### src/rtl/seq_detect_param.sv
// rtl/seq_detect_param.sv - runtime-configurable serial pattern detector with overlap mode and saturating match counter
module seq_detect_param #(
    parameter int               PAT_W   = 8,
    parameter int               LEN_W   = 4,
    parameter int               CNT_W   = 8,
    parameter logic [PAT_W-1:0] DEF_PAT = PAT_W'(8'b0000_1001),
    parameter int               DEF_LEN = 4,
    parameter logic             DEF_OVL = 1'b1
) (
    input  logic             clk,
    input  logic             rst,
    input  logic             valid_in,
    input  logic             data_in,
    input  logic             cfg_load,
    input  logic [PAT_W-1:0] pat_value,
    input  logic [LEN_W-1:0] pat_len,
    input  logic             ovl_in,
    output logic             match,
    output logic             match_q,
    output logic [CNT_W-1:0] match_cnt,
    output logic             cfg_err
);

    localparam logic DEF_ERR = (DEF_LEN < 2) || (DEF_LEN > PAT_W);

    function automatic logic len_bad(input logic [LEN_W-1:0] l);
        return (int'(l) < 2) || (int'(l) > PAT_W);
    endfunction

    logic [PAT_W-2:0] hist;
    logic [LEN_W-1:0] fill;
    logic [PAT_W-1:0] pat_r;
    logic [LEN_W-1:0] len_r;
    logic             ovl_r;

    logic [PAT_W-1:0] window;
    logic [PAT_W-1:0] mask;
    logic [LEN_W:0]   fill_p1;
    logic             fill_ok;

    // hist[0] is the most recent bit, so {hist, data_in} lines up with pat_r[len-1:0].
    always_comb begin
        window  = {hist, data_in};
        mask    = '0;
        for (int i = 0; i < PAT_W; i++) begin
            mask[i] = (i < int'(len_r));
        end
        fill_p1 = {1'b0, fill} + (LEN_W+1)'(1);
        fill_ok = fill_p1 >= {1'b0, len_r};
        match   = valid_in && !cfg_load && !rst && !cfg_err && fill_ok
                  && (((window ^ pat_r) & mask) == '0);
    end

    always_ff @(posedge clk) begin
        if (rst) begin
            hist      <= '0;
            fill      <= '0;
            match_cnt <= '0;
            match_q   <= 1'b0;
            pat_r     <= DEF_PAT;
            len_r     <= LEN_W'(DEF_LEN);
            ovl_r     <= DEF_OVL;
            cfg_err   <= DEF_ERR;
        end else if (cfg_load) begin
            hist      <= '0;
            fill      <= '0;
            match_cnt <= '0;
            match_q   <= 1'b0;
            pat_r     <= pat_value;
            len_r     <= pat_len;
            ovl_r     <= ovl_in;
            cfg_err   <= len_bad(pat_len);
        end else begin
            match_q <= match;
            if (valid_in) begin
                if (match && !ovl_r) begin
                    hist <= '0;
                    fill <= '0;
                end else begin
                    hist <= (PAT_W-1)'(window);
                    if (int'(fill) < PAT_W-1) begin
                        fill <= fill + LEN_W'(1);
                    end
                end
                if (match && (match_cnt != '1)) begin
                    match_cnt <= match_cnt + CNT_W'(1);
                end
            end
        end
    end

endmodule
### config.mk
export PLATFORM = sky130hd
export DESIGN_NAME = seq_detect_param
export DESIGN_NICKNAME = d
export VERILOG_FILES = /design/src/rtl/seq_detect_param.sv
export SDC_FILE = /design/constraint.sdc
export NUM_CORES = 1
export LEC_CHECK = 0
export BUFFER_PORTS_ARGS = -buffer_cell sky130_fd_sc_hd__buf_2
export CAP_MARGIN = 20
export CORE_ASPECT_RATIO = 1.75
export CORE_MARGIN = 2
export CORE_UTILIZATION = 40
export CTS_CLUSTER_SIZE = 20
export DETAILED_ROUTE_END_ITERATION = 7
export SKIP_LAST_GASP = 1
export SYNTH_ARGS = -nofsm -noshare
export SYNTH_HDL_FRONTEND = slang
export SYNTH_SLANG_ARGS = --single-unit
### constraint.sdc
create_clock -name clk -period 2.5 [get_ports clk]
set_clock_uncertainty 0.1 [all_clocks]
set_input_delay 0.375 -clock clk [delete_from_list [all_inputs] [get_ports clk]]
set_output_delay 0.375 -clock clk [all_outputs]
set_load 0.02 [all_outputs]
==> run metrics <==
area of the multi-input gates=885.9 µm²; I/O Buffers=28; Pwr Density=566.7 nW/µm²; max_slew headroom=0.6200; met3 WL=148 µm; top sig layer=met4; Worst-Margin Slew=0.5680 ns; Reg clk slew, reported paths=0.07 ns; CP max-delay cell=dfxtp_2; Reg area=683.2 µm²; Distinct cells, synth=34; CTS tree=yes; post-route ant nets=0; TNS Setup=0 ns; RePlAce Congestion=0.7990; Skew-Pair Late Insertion Delay=0.28 ns; Pwr Total=0.001105 W; H-tree levels=2; CP required=2.03 ns; largest net degree at the start of global routing=19; total congestion overflow=0; Non-Filler Instances=260; core area=3866 µm²; CTS Sinks=34; routed vias=1395; Detailed Place HPWL=2771 µm; top cells by area, synth=dfxtp_1 (43%), mux2i_1 (8.2%), xnor2_1 (4.9%); Crit path arrival time=1.89 ns; die height=87.58 µm; DP Cell Count=251; fill count=398; RSZ-0062 raised after global routing=no; Syn Nets=199; final setup fails=0; DR vias/cell=5.365; largest area contributor in the netlist=dfxtp_1; first-pass GRT wire length=6237 µm; final max-slew violation count=0; final hold vios=0; outcome=completed; Buffers & Inverters on Critical Path=2; Max Fclk=0.4222 GHz; starting density of the core=0.4129; I/O Pins=29; max-cap violations=0; Residual DRC=0; Max VDD drop=0.3984 mV; part of the cycle the worst path needs=0.9473; vias in the first global route=1413; number of buffers on the longest clock path=2; Chip Width=51.76 µm; Met2 Wirelength=2023 µm; Worst path top cell family by delay=adder cells; Layout Nets=235; CP Max Fanout=6; cts bufs inserted=5; static leakage=0.8215 nW; ant diodes=0; synthesized area per cell=9.123 µm²; WL final=3596 µm; Post-CTS Hold Buffers=0; gr usage total=0.1830; Pre-Repair DR Iteration Count=4; Seq/Total Area, Yosys=0.4263; Row Count=30; critical path class=flip-flop to primary output; Routed wire per std cell=13.83 µm; crit start category=flip-flop; synthesis-to-finish area growth=22.18%; Mapped Area=1597 µm²; post-layout util=0.5045; minimum clock period=2.368 ns; DRT iter0 DRCs=24; met1 WL=1359 µm; Min-Delay Path Class=input port to flip-flop; yosys warns=0; FF+latch count, synth=34; share of layout cells above drive strength 1=0.2453; crit-path cells=ha_2 > xor2_1 > ha_1 > nand2_1 > o221ai_4 > nand3_2 > inv_1 > buf_2; Cells after Synth=175; CTS root buf=clkbuf_8; post-synth top area share=0.4263; initial antenna violation count=0; max incr delay on CP=0.35 ns; die area=4532 µm²; Crit. End Element=primary output
==> cell families after synthesis <==
kind of cell | Yosys count | synth area share
buf+inv | 16 | 0.04232
compound gates | 42 | 0.1756
simple gates | 54 | 0.1724
fa+ha+maj | 6 | 0.04702
mux | 13 | 0.08150
flops | 34 | 0.4263
xor+xnor | 10 | 0.05486
==> cells in the final DEF (no fill, tap or decap), drive strengths merged, types with 7 or more instances in the layout <==
master	instances
mux2i	13
dfxtp	34
inv	11
buf	34
nand2	13
a21oi	12
nor2	17
nand3	8
a22o	7
xnor2	9
o21ai	8
==> final timing paths <==
check               start      endpoint  slack [ns]  depth (start not counted)
min reg2reg  match_cnt[4]  match_cnt[4]        0.40                          2
min          pat_value[0]      pat_r[0]        0.21                          3
max reg2reg       fill[0]  match_cnt[7]        0.19                          8
max               fill[0]         match        0.13                          8
==> flip-flops by register name (all words and copies together), names as in the netlist <==
| signal | flops |
|---|---|
| match_cnt | 8 |
| pat_r | 8 |
| hist | 7 |
| fill | 4 |
| len_r | 4 |
| cfg_err | 1 |
| match_q | 1 |
| ovl_r | 1 |
==> area by class of cell <==
| type | count | share of cell area |
|---|---|---|
| Inverter | 11 | 0.02117 |
| Clock inverter | 2 | 0.006414 |
| Multi-Input combinational cell | 125 | 0.4541 |
| Tap cell | 48 | 0.03079 |
| Sequential cell | 34 | 0.3502 |
| Clock buffer | 6 | 0.04233 |
| Timing Repair Buffer | 34 | 0.09493 |
==> synthesized netlist by cell type (all sizes together) <==
cell type  count
o211a          1
o2111ai        1
o21ai          8
o211ai         4
a41oi          1
buf            1
dfxtp         34
o22ai          1
nand3b         1
xor2           1
nor4b          1
o31ai          3
nor3           2
o311ai         1
nor2          17
nand2         13
nand4          1
xnor2          9
inv           11
nand3          8
nor4           1
a22o           7
o221ai         2
nor2b          1
mux2i         13
or4            3
clkbuf         4
a21oi         12
nand2b         2
ha             6
or2            1
or3            3
a31oi          1
==> tightest hold or removal path: stages <==
cell and delay [ns]:
buf_2 0.08, mux2i_1 0.05, nand2_1 0.06
==> what timing repair did <==
action / in CTS / in global routing
setup buffers: 1 / 0
setup endpoints to repair: 1 / 7
resized for setup: 2 / 6
pin swaps: 1 / 1
==> metrics by stage <==
| step | hold slack, ns | worst slack (ns) | area [µm²] |
|---|---|---|---|
| after global routing | 0.2090 | 0.004237 | 1951 |
| final | 0.2106 | 0.1317 | 1951 |
| after detailed placement | 0.3881 | 0.03426 | 1808 |
| after global placement | 0.3739 | 0.1020 | 1808 |
| after floorplan | 0.3625 | 0.2900 | 1597 |
| after CTS | 0.2094 | 0.03690 | 1922 |
==> per-layer routing <==
layer / vias to the layer above / track usage
met3: 6 / 0.04266
met5: - / 0
met1: 648 / 0.1874
met2: 40 / 0.3427
met4: 0 / 0.07895
li1: 701 / -
==> report_power, final <==
| group | internal (W) | total, W | leakage [nW] | switching, W |
|---|---|---|---|---|
| clock network | 0.000221 | 0.000423 | 0.0472 | 0.000201 |
| registers | 0.000557 | 0.000574 | 0.278 | 0.0000165 |
| logic | 0.0000505 | 0.000109 | 0.496 | 0.0000583 |
Note: power is estimated with default switching activity, not from simulation.
